<file path="src/rtl/mpeg2_pkg.sv">
`default_nettype none
// ============================================================================
// Module   : mpeg2_pkg
// Purpose  : Shared constants for the zigzag/RLE stage: zigzag scan table,
//            FSM state encoding and default coefficient/run widths.
// Revision : 1.0  initial release
// ============================================================================
package mpeg2_pkg;

  localparam int CW_DEF = 16;
  localparam int RW_DEF = 6;

  typedef enum logic [1:0] {
    ST_IDLE  = 2'd0,
    ST_PRIME = 2'd1,
    ST_SCAN  = 2'd2,
    ST_EOB   = 2'd3
  } rle_state_t;

  // Scan index -> raster address (row*8+col), classic zigzag order.
  localparam logic [5:0] ZZ_TABLE [64] = '{
     0,  1,  8, 16,  9,  2,  3, 10, 17, 24, 32, 25, 18, 11,  4,  5,
    12, 19, 26, 33, 40, 48, 41, 34, 27, 20, 13,  6,  7, 14, 21, 28,
    35, 42, 49, 56, 57, 50, 43, 36, 29, 22, 15, 23, 30, 37, 44, 51,
    58, 59, 52, 45, 38, 31, 39, 46, 53, 60, 61, 54, 47, 55, 62, 63
  };

endpackage
`default_nettype wire

</file>
<file path="src/rtl/zigzag_rom.sv">
`default_nettype none
// ============================================================================
// Module   : zigzag_rom
// Purpose  : Combinational zigzag scan index to raster address lookup.
// Revision : 1.0  initial release
// ============================================================================
module zigzag_rom
  import mpeg2_pkg::*;
(
  input  logic [5:0] idx_i,
  output logic [5:0] addr_o
);

  assign addr_o = ZZ_TABLE[idx_i];

endmodule
`default_nettype wire

</file>
<file path="src/rtl/zigzag_rle.sv">
`default_nettype none
// ============================================================================
// Module   : zigzag_rle
// Purpose  : Zigzag-scans one 8x8 coefficient block and emits (run, level)
//            tokens closed by an EOB token. Optional DC differential coding
//            is enabled with the RLE_DC_DIFF_EN macro.
// Revision : 1.0  initial release
// ============================================================================
module zigzag_rle
  import mpeg2_pkg::*;
#(
  parameter int CW = CW_DEF,
  parameter int RW = RW_DEF
) (
  input  logic          clk,
  input  logic          reset_n,
  input  logic          en,
  output logic          rdy,
  output logic [5:0]    raddr,
  input  logic [CW-1:0] rq,
  input  logic          dc_clr,
  output logic          out_valid,
  input  logic          out_ready,
  output logic [RW-1:0] out_run,
  output logic [CW-1:0] out_level,
  output logic          out_eob
);

  rle_state_t    state_q;
  logic [5:0]    k_q;
  logic [RW-1:0] run_q;
  logic          held_q;
  logic [CW-1:0] hold_q;
  logic          rdy_q;
  logic [5:0]    raddr_q;
  logic          out_valid_q;
  logic [RW-1:0] out_run_q;
  logic [CW-1:0] out_level_q;
  logic          out_eob_q;

  logic [CW-1:0] coef;
  logic [CW-1:0] dc_level;
  logic          out_free;
  logic          is_dc;
  logic          is_last;
  logic          need_emit;
  logic [5:0]    rom_idx;
  logic [5:0]    rom_addr;

  // A stalled coefficient is parked in hold_q because the RAM has already
  // moved on to the next address; raddr is frozen so rq stays on ZZ[k+1].
  assign coef      = held_q ? hold_q : rq;
  assign out_free  = !out_valid_q || out_ready;
  assign is_dc     = (k_q == 6'd0);
  assign is_last   = (k_q == 6'd63);
  assign need_emit = is_dc || (coef != '0);

  always_comb begin
    rom_idx = 6'd0;
    case (state_q)
      ST_IDLE:  rom_idx = 6'd0;
      ST_PRIME: rom_idx = 6'd1;
      default:  rom_idx = (k_q >= 6'd62) ? 6'd63 : k_q + 6'd2;
    endcase
  end

  zigzag_rom u_rom (
    .idx_i  (rom_idx),
    .addr_o (rom_addr)
  );

`ifdef RLE_DC_DIFF_EN
  logic [CW-1:0] dc_pred_q;
  assign dc_level = coef - dc_pred_q;

  always_ff @(posedge clk or negedge reset_n) begin
    if (!reset_n) begin
      dc_pred_q <= '0;
    end else if (state_q == ST_IDLE && dc_clr) begin
      dc_pred_q <= '0;
    end else if (state_q == ST_SCAN && is_dc && out_free) begin
      dc_pred_q <= coef;
    end
  end
`else
  logic unused_dc_clr;
  assign unused_dc_clr = dc_clr;
  assign dc_level      = coef;
`endif

  always_ff @(posedge clk or negedge reset_n) begin
    if (!reset_n) begin
      state_q     <= ST_IDLE;
      k_q         <= 6'd0;
      run_q       <= '0;
      held_q      <= 1'b0;
      hold_q      <= '0;
      rdy_q       <= 1'b1;
      raddr_q     <= 6'd0;
      out_valid_q <= 1'b0;
      out_run_q   <= '0;
      out_level_q <= '0;
      out_eob_q   <= 1'b0;
    end else begin
      if (out_valid_q && out_ready) out_valid_q <= 1'b0;
      case (state_q)
        ST_IDLE: begin
          if (en) begin
            state_q <= ST_PRIME;
            rdy_q   <= 1'b0;
            k_q     <= 6'd0;
            run_q   <= '0;
            held_q  <= 1'b0;
            raddr_q <= rom_addr;
          end
        end
        ST_PRIME: begin
          state_q <= ST_SCAN;
          raddr_q <= rom_addr;
        end
        ST_SCAN: begin
          if (need_emit && !out_free) begin
            held_q <= 1'b1;
            hold_q <= coef;
          end else begin
            held_q <= 1'b0;
            if (need_emit) begin
              out_valid_q <= 1'b1;
              out_eob_q   <= 1'b0;
              out_run_q   <= run_q;
              out_level_q <= is_dc ? dc_level : coef;
              run_q       <= '0;
            end else if (is_last) begin
              if (out_free) begin
                out_valid_q <= 1'b1;
                out_eob_q   <= 1'b1;
                out_run_q   <= '0;
                out_level_q <= '0;
              end
            end else begin
              run_q <= run_q + 1'b1;
            end
            // Trailing zero run is dropped: EOB implies it.
            if (is_last) begin
              state_q <= ST_EOB;
              run_q   <= '0;
            end else begin
              k_q     <= k_q + 6'd1;
              raddr_q <= rom_addr;
            end
          end
        end
        ST_EOB: begin
          if (out_valid_q && out_eob_q) begin
            if (out_ready) begin
              state_q <= ST_IDLE;
              rdy_q   <= 1'b1;
            end
          end else if (out_free) begin
            out_valid_q <= 1'b1;
            out_eob_q   <= 1'b1;
            out_run_q   <= '0;
            out_level_q <= '0;
          end
        end
        default: state_q <= ST_IDLE;
      endcase
    end
  end

  assign rdy       = rdy_q;
  assign raddr     = raddr_q;
  assign out_valid = out_valid_q;
  assign out_run   = out_run_q;
  assign out_level = out_level_q;
  assign out_eob   = out_eob_q;

endmodule
`default_nettype wire

</file>
<file path="config.mk">
export PLATFORM = sky130hd
export DESIGN_NAME = zigzag_rle
export DESIGN_NICKNAME = d
export VERILOG_FILES = /design/src/rtl/mpeg2_pkg.sv /design/src/rtl/zigzag_rom.sv /design/src/rtl/zigzag_rle.sv
export SDC_FILE = /design/constraint.sdc
export NUM_CORES = 1
export LEC_CHECK = 0
export BUFFER_PORTS_ARGS = -buffer_cell sky130_fd_sc_hd__buf_2
export CAP_MARGIN = 5
export CORE_UTILIZATION = 60
export DETAILED_ROUTE_END_ITERATION = 10
export GPL_TIMING_DRIVEN = 0
export PLACE_DENSITY = 0.83
export SLEW_MARGIN = 20
export SYNTH_ARGS = -nofsm -noshare
export SYNTH_HDL_FRONTEND = slang
export SYNTH_SLANG_ARGS = --single-unit
</file>
<file path="constraint.sdc">
create_clock -name clk -period 4.3 [get_ports clk]
set_input_delay 0.86 -clock clk [delete_from_list [all_inputs] [get_ports clk]]
set_output_delay 0.86 -clock clk [all_outputs]
set_load 0.1 [all_outputs]
</file>
## After elaboration in Yosys (flattened, before gate mapping)

Memories as Yosys holds them, arrays and structs flattened.
Index checks and enable logic that the tools add are counted.

| operators by class | value |
|---|---|
| $add $sub $neg | 3 |
| order comparisons | 2 |
| equality and inequality tests | 12 |
| mux-type cells | 54 |
| bitwise operators | 1 |
| reduce and logical (&&, ||, !) cells | 22 |

Operators by type and width:

| operator | number |
|---|---|
| $mux 6 | 17 |
| $mux 16 | 6 |
| $pmux 6 s2 | 4 |
| $pmux 16 s2 | 1 |
| $pmux 6 s3 | 1 |
| $reduce_and 4->1 | 4 |
| $reduce_bool 16->1 | 1 |
| $mux 1 | 15 |
| $ne 2x2->1 const B | 7 |
| $add 6x1->6 const B | 2 |
| $mux 2 | 5 |
| $pmux 1 s2 | 4 |
| $pmux 2 s4 | 1 |
| $ge 7x7->1 const B | 1 |
| $not 6->7 | 1 |
| $add 6x2->6 const B | 1 |
| $eq 6x6->1 const B | 1 |
| $ge 6x6->1 const B | 1 |
| $logic_not 6->1 | 1 |
| $reduce_bool 2->1 | 3 |
| $reduce_and 5->1 | 1 |
| $eq 2x2->1 const B | 2 |
| $reduce_and 2->1 | 2 |
| $logic_and 1x1->1 | 3 |
| other kinds (7) | 9 |

| word-level totals | value |
|---|---|
| flip-flop bits (word level) | 62 |
| bits in read-only memories | 384 |
| bits of input ports | 21 |
| output and inout bits | 31 |
| word-level logic and storage cells | 106 |
| memories kept | 1 |

Memory list:

| memory | depth | width | rd ports | clocked after Yosys merged registers in | wr ports | RTL line | source |
|---|---|---|---|---|---|---|---|
| (no name shown) | 64 | 6 | 1 | 0 | 0 | zigzag_rom.sv:14 | `assign addr_o = ZZ_TABLE[idx_i];` |

## Logic depth before layout (Yosys ltp)

| logic depth | value |
|---|---|
| depth after elaboration | 10 |
| depth in mapped cells | 13 |
| gate-level depth less buffers | 13 |

## Hierarchy

Synthesis repeated with hierarchy kept, for this count alone.

| unflattened totals | value |
|---|---|
| cell total of the unflattened synthesis | 375 |
| area, all modules | 3,843.7 µm² |

By module, submodules not included:

| module | times used | cells an instance | area an instance (µm²) | sequential area each (µm²) |
|---|---|---|---|---|
| zigzag_rle | 1 | 271 | 3,057.9 | 1,552.7 |
| zigzag_rom | 1 | 104 | 785.8 | 0.0 |

## Worst setup path after synthesis

OpenSTA, ideal clock, no wires.

| timing path | value |
|---|---|
| path kind | input to register |
| from | in rq[9] |
| to | reg hold_q[10] |
| library setup time | 0.127 ns |
| arrival | 3.105 ns |
| required time | 4.173 ns |
| path slack | 1.067 ns |
| stages | 9 |
| buffers on the path | 3 |
| cells stage by stage | or4_1 o22a_1 or4_1 buf_2 o211a_4 nand2b_1 buf_2 buf_6 mux2_1 |

| between the ends | value |
|---|---|
| word-level cells in the longest chain between the ends | 5 |

RTL lines:

| item | RTL line | source |
|---|---|---|
| start, declared | zigzag_rle.sv:20 | `input logic [CW-1:0] rq,` |
| $mux 16 | zigzag_rle.sv:52 | `assign coef = held_q ? hold_q : rq;` |
| $reduce_bool 16->1 | zigzag_rle.sv:56 | `assign need_emit = is_dc \|\| (coef != '0);` |
| $logic_or 1x1->1 | zigzag_rle.sv:56 |  |
| $logic_and 1x1->1 | zigzag_rle.sv:122 | `if (need_emit && !out_free) begin` |
| $reduce_and 2->1 (no line) | n/a |  |
| end signal, assigned | zigzag_rle.sv:124 | `hold_q <= coef;` |
| end, declared | zigzag_rle.sv:33 | `logic [CW-1:0] hold_q;` |

Every way passes these cells.
A chain may end at the register's enable or synchronous reset.

## Worst setup path in the final report

| timing path | value |
|---|---|
| from | reg k_q[0] |
| to | reg raddr_q[0] (netlist: raddr[0]) |

| between the ends | value |
|---|---|
| word-level cells in the longest chain between the ends | 10 |
| elaborated cells on any way between the ends | 19 |
| those cells by class | add/sub (1); order compare (1); eq/ne (3); mux (8); bitwise (1); reduce/logical (4); memory (1) |

RTL lines:

| item | RTL line | source |
|---|---|---|
| start, declared | zigzag_rle.sv:30 | `logic [5:0] k_q;` |
| start signal, assigned | zigzag_rle.sv:148 | `k_q <= k_q + 6'd1;` |
| $add 6x2->6 or $ge 6x6->1 (tied branches) | zigzag_rle.sv:63 | `default: rom_idx = (k_q >= 6'd62) ? 6'd63 : k_q + 6'd2;` |
| $mux 6 | zigzag_rle.sv:63 |  |
| $pmux 6 s2 | zigzag_rle.sv:60 | `case (state_q)` |
| $not 6->7 (not written as such) | zigzag_rom.sv:14 |  |
| $mem_v2 64x6 | n/a |  |
| $mux 6 (not written as such) (2 in series) | zigzag_rom.sv:14 |  |
| $mux 6 | zigzag_rle.sv:144 | `if (is_last) begin` |
| $mux 6 | zigzag_rle.sv:122 |  |
| $pmux 6 s3 | zigzag_rle.sv:106 | `case (state_q)` |
| end signal, assigned | zigzag_rle.sv:114 | `raddr_q <= rom_addr;` |
| end signal, assigned | zigzag_rle.sv:119 | `raddr_q <= rom_addr;` |
| end signal, assigned | zigzag_rle.sv:149 | `raddr_q <= rom_addr;` |
| end, declared | zigzag_rle.sv:35 | `logic [5:0] raddr_q;` |

Parallel ways exist; a longest one is shown, timed or not. The select of a mux whose other input is x is not followed.

==> flow_summary.yaml <==
outcome:
  status: "finished with violations"
  violations: "DRC"
pwr:
  power.density_cell_area_nw_per_um2: 861
  p_int_w: 0.00178
  p_switching_w: 0.00221
  power.leakage_nw: 2.01
  peakVddDrop_v: 0.000579
  swShare_pct: 55.3
  pwr-share-seq_pct: 23.8
  clkPwrFrac_pct: 13.3
  combinationalPowerShare_pct: 62.8
hold_path:
  min_path_cells: 1
  hold_end: "out_level[2]$_DFFE_PN0P_"
  min_from: "out_level[2]$_DFFE_PN0P_"
  hp-class: "reg -> reg"
finish:
  syn2layout_area_growth_pct: 13.7
  multiInputGateArea_um2: 2350
  postLayoutCellArea_um2: 4630
  nFillCells: 517
  drive_above_1_share_pct: 18.3
  utilization_pct: 71.7
  diodes: 0
  nNetsFinal: 532
  seqCellArea_um2: 1550
  layout.cells.non_filler: 573
die:
  rows: 29
  die_area_um2: 7120
  die_y_um: 84.4
  die_x_um: 84.4
  io_pins: 52
  start_util_pct: 63.1
  core_area_um2: 6460
timing:
  worst_pin_slew_ps: 1100
  fin_crit_sh_pct: 94.1
  rsz0062_at_grt: "no"
  fin_skew_ps: 14.7
  relSlewSlack_pct: 25.7
  fmax_mhz: 247
  setup_viol: 0
  drv_slew: 0
  fin_crit_ps: 4050
  finalHoldViolations: 0
  fin_setup_tns_ps: 0
setup_path:
  critPathLaunch: "k_q[0]$_DFFE_PN0P_"
  r2r_slack_ps: 250
  cp.arrival_ps: 4220
  crit_required_ps: 4470
  r2r_cells: 12
  r2r_start: "k_q[0]$_DFFE_PN0P_"
  start_kind: "flop"
  critPathMaxFanout: 9
  path_class: "reg -> reg"
  reg2reg_to: "raddr[0]$_DFFE_PN0P_"
  worstSetupEndpointType: "flop"
logic_synthesis:
  muxShareOfSynthArea_pct: 10.2
  synth_top_area_share_pct: 37.5
  synthArstFlopShare_pct: 100
  synth_fa_ha_area_share_pct: 6.14
  yosys.area.top_type: "dfrtp_1"
  avgSynthCellArea_um2: 9.47
  synthSimpleGateAreaFrac_pct: 16.6
  yosys_warnings: 0
  seq_area_frac_synth_pct: 38.1
  synth_top_family_by_area: "compound AO/OA/AOI/OAI gates"
  synthXorXnorAreaFrac_pct: 0.645
  synth_flop_cell: "dfrtp_1"
  syn_nets: 471
  synth_seq_cells: 62
  synth_edf_count: 0
  synth_compound_gate_area_share_pct: 24.1
  synth.area.top_cells: "dfrtp_1, ha_1, mux2i_1"
  synth_cell_type_count: 62
  syn_area_um2: 4070
  netlist_instances: 430
global_routing:
  track_usage_pct: 31.6
  grt_start_max_net_pins: 63
  grt_pass1_vias: 3650
  grt_pass1_wl_um: 17900
  antenna_found_initial: 0
  grt-ovfl-total: 0
placed_design:
  dp_hpwl_um: 7700
  dpl_cell_area_um2: 4420
  io_buffers: 50
  place_congestion: 0.998
  dp_cells: 557
clocking:
  worstSkewPairLatency_ps: 340
  clk_pin_slew_worst_paths_ps: 80
  ctsResizeCount: 0
  cts_setup_buffers: 0
  cts_made_buffers: 9
  ctsHoldBuffers: 0
  cts_buffer_depth: 2
  cts_sinks: 62
  cts_max_level: 3
  clockRootBuffer: "clkbuf_8"
  cts_tree: "done"
drt:
  drc: 17
  num_vias: 3825
  vias_per_cell: 6.68
  drtIter0Drc: 408
  wl_um: 10700
  dr.pass1.iters: 8
  wl_per_cell_um: 18.7
  drtAntennaViolNets: 0
run:
  max_cap_viol_count: 0
==> synthesized netlist by cell type (3+ instances only) <==
library cell  instances
a22o_1                9
o2bb2ai_1            16
o31ai_1               6
and3_1                5
nor2b_1               3
o21a_1                3
nor3_1               13
a22oi_1               3
or4_1                 5
o22ai_1               7
buf_2                 5
nand3_1              21
o21ai_1               4
nor3b_1               3
nand4_1               5
dfrtp_1              61
nor2_1               28
clkbuf_1             17
o41ai_1               3
inv_1                13
o22a_1                4
nand2b_1              7
a31oi_1               6
ha_1                 20
mux2_1               11
o211ai_1              5
nor4_1                6
a311oi_1              3
nand2_1              25
o21ai_0              22
a21oi_1              16
mux2_2               10
a211oi_1              5
a221oi_1              5
mux2i_1              18
==> metrics by stage <==
| stage | hold slack [ps] | worst slack, ps | total power, W |
|---|---|---|---|
| finish | 484 | 255 | 0.00399 |
| global route | 502 | 104 | 0.00423 |
| CTS | 489 | 551 | 0.00395 |
| detailed placement | 468 | 575 | 0.00341 |
| global placement | 467 | 549 | 0.00337 |
| floorplan | 466 | 1070 | 0.00284 |
==> per-layer routing <==
| metal | global-route usage, % | wire, µm | vias to the layer above |
|---|---|---|---|
| met5 | 3.50 | 0 | - |
| met4 | 11.7 | 222 | 0 |
| met3 | 5.21 | 936 | 27 |
| met2 | 49.3 | 4910 | 207 |
| met1 | 44.2 | 4660 | 1805 |
| li1 | - | - | 1786 |
==> worst max-delay path, cell delays in order, from the launching register on <==
cell and delay [ps]:
dfrtp_1 530, inv_1 150, ha_1 250, nor2_1 250, nor2_1 180, o22ai_1 600, inv_1 220, ha_1 500
nor3_1 110, o21ai_0 170, a21oi_1 80, o311ai_0 620, a41oi_1 200
==> worst max-delay path by stage <==
stage | endpoint | slack [ps] | depth (start not counted)
after CTS | raddr[0]$_DFFE_PN0P_ | 550 | 12
after global routing | raddr[0]$_DFFE_PN0P_ | 100 | 12
after floorplan | hold_q[10]$_DFFE_PN0P_ | 1070 | 9
after detailed placement | raddr[0]$_DFFE_PN0P_ | 570 | 12
final | raddr[0]$_DFFE_PN0P_ | 250 | 12
after global placement | raddr[0]$_DFFE_PN0P_ | 550 | 12
==> kinds of logic after synthesis <==
kind of cell / count (synthesis)
AO/OA/AOI/OAI: 136
adder cells (fa/ha/maj): 20
XOR/XNOR: 3
multiplexers: 39
flip-flops: 62
AND/OR/NAND/NOR: 131
buffers and inverters: 39
==> placed cells by master (no fill, tap or decap), types with 4 or more instances in the layout <==
| cell type | instances |
|---|---|
| nand3_1 | 21 |
| mux2_1 | 11 |
| mux2_2 | 10 |
| o22a_1 | 4 |
| clkbuf_1 | 17 |
| o21ai_1 | 4 |
| nor2_1 | 28 |
| o2bb2ai_1 | 16 |
| o21ai_0 | 22 |
| a221oi_1 | 5 |
| nand4_1 | 5 |
| a21oi_1 | 16 |
| nand2_1 | 25 |
| o22ai_1 | 7 |
| a211oi_1 | 5 |
| ha_1 | 20 |
| or4_1 | 5 |
| nor3_1 | 13 |
| a31oi_1 | 6 |
| nor4_1 | 6 |
| nand2b_1 | 7 |
| o211ai_1 | 5 |
| o31ai_1 | 6 |
| buf_2 | 54 |
| and3_1 | 5 |
| inv_1 | 13 |
| clkbuf_8 | 10 |
| mux2i_1 | 18 |
| dfrtp_1 | 61 |
| a22o_1 | 9 |
==> sequential cells by signal, summed over array words and instances, names as in the netlist <==
| register | flops |
|---|---|
| k_q | 6 |
| hold_q | 16 |
| out_level | 16 |
| rdy | 1 |
| run_q | 6 |
| out_run | 6 |
| out_eob | 1 |
| out_valid | 1 |
| raddr | 6 |
| state_q | 2 |
| held_q | 1 |
==> power groups by stage <==
stage                     registers, W  logic (W)  clock network (W)
after floorplan                0.00151    0.00133                  0
after global placement        0.000941    0.00243                  0
after detailed placement      0.000954    0.00245                  0
after CTS                     0.000945    0.00246           0.000539
after global routing          0.000976    0.00270           0.000558
final                         0.000950    0.00251           0.000532
==> final cells by class <==
class / instances / share of cell area, %
Tap cell: 77 / 2.08
Inverter: 13 / 1.05
Sequential cell: 62 / 33.5
Buffer: 26 / 2.57
Timing Repair Buffer: 50 / 5.46
Clock buffer: 10 / 2.97
Clock inverter: 6 / 1.51
Multi-Input combinational cell: 329 / 50.8
No activity file was read; power rests on OpenSTA's default activity.
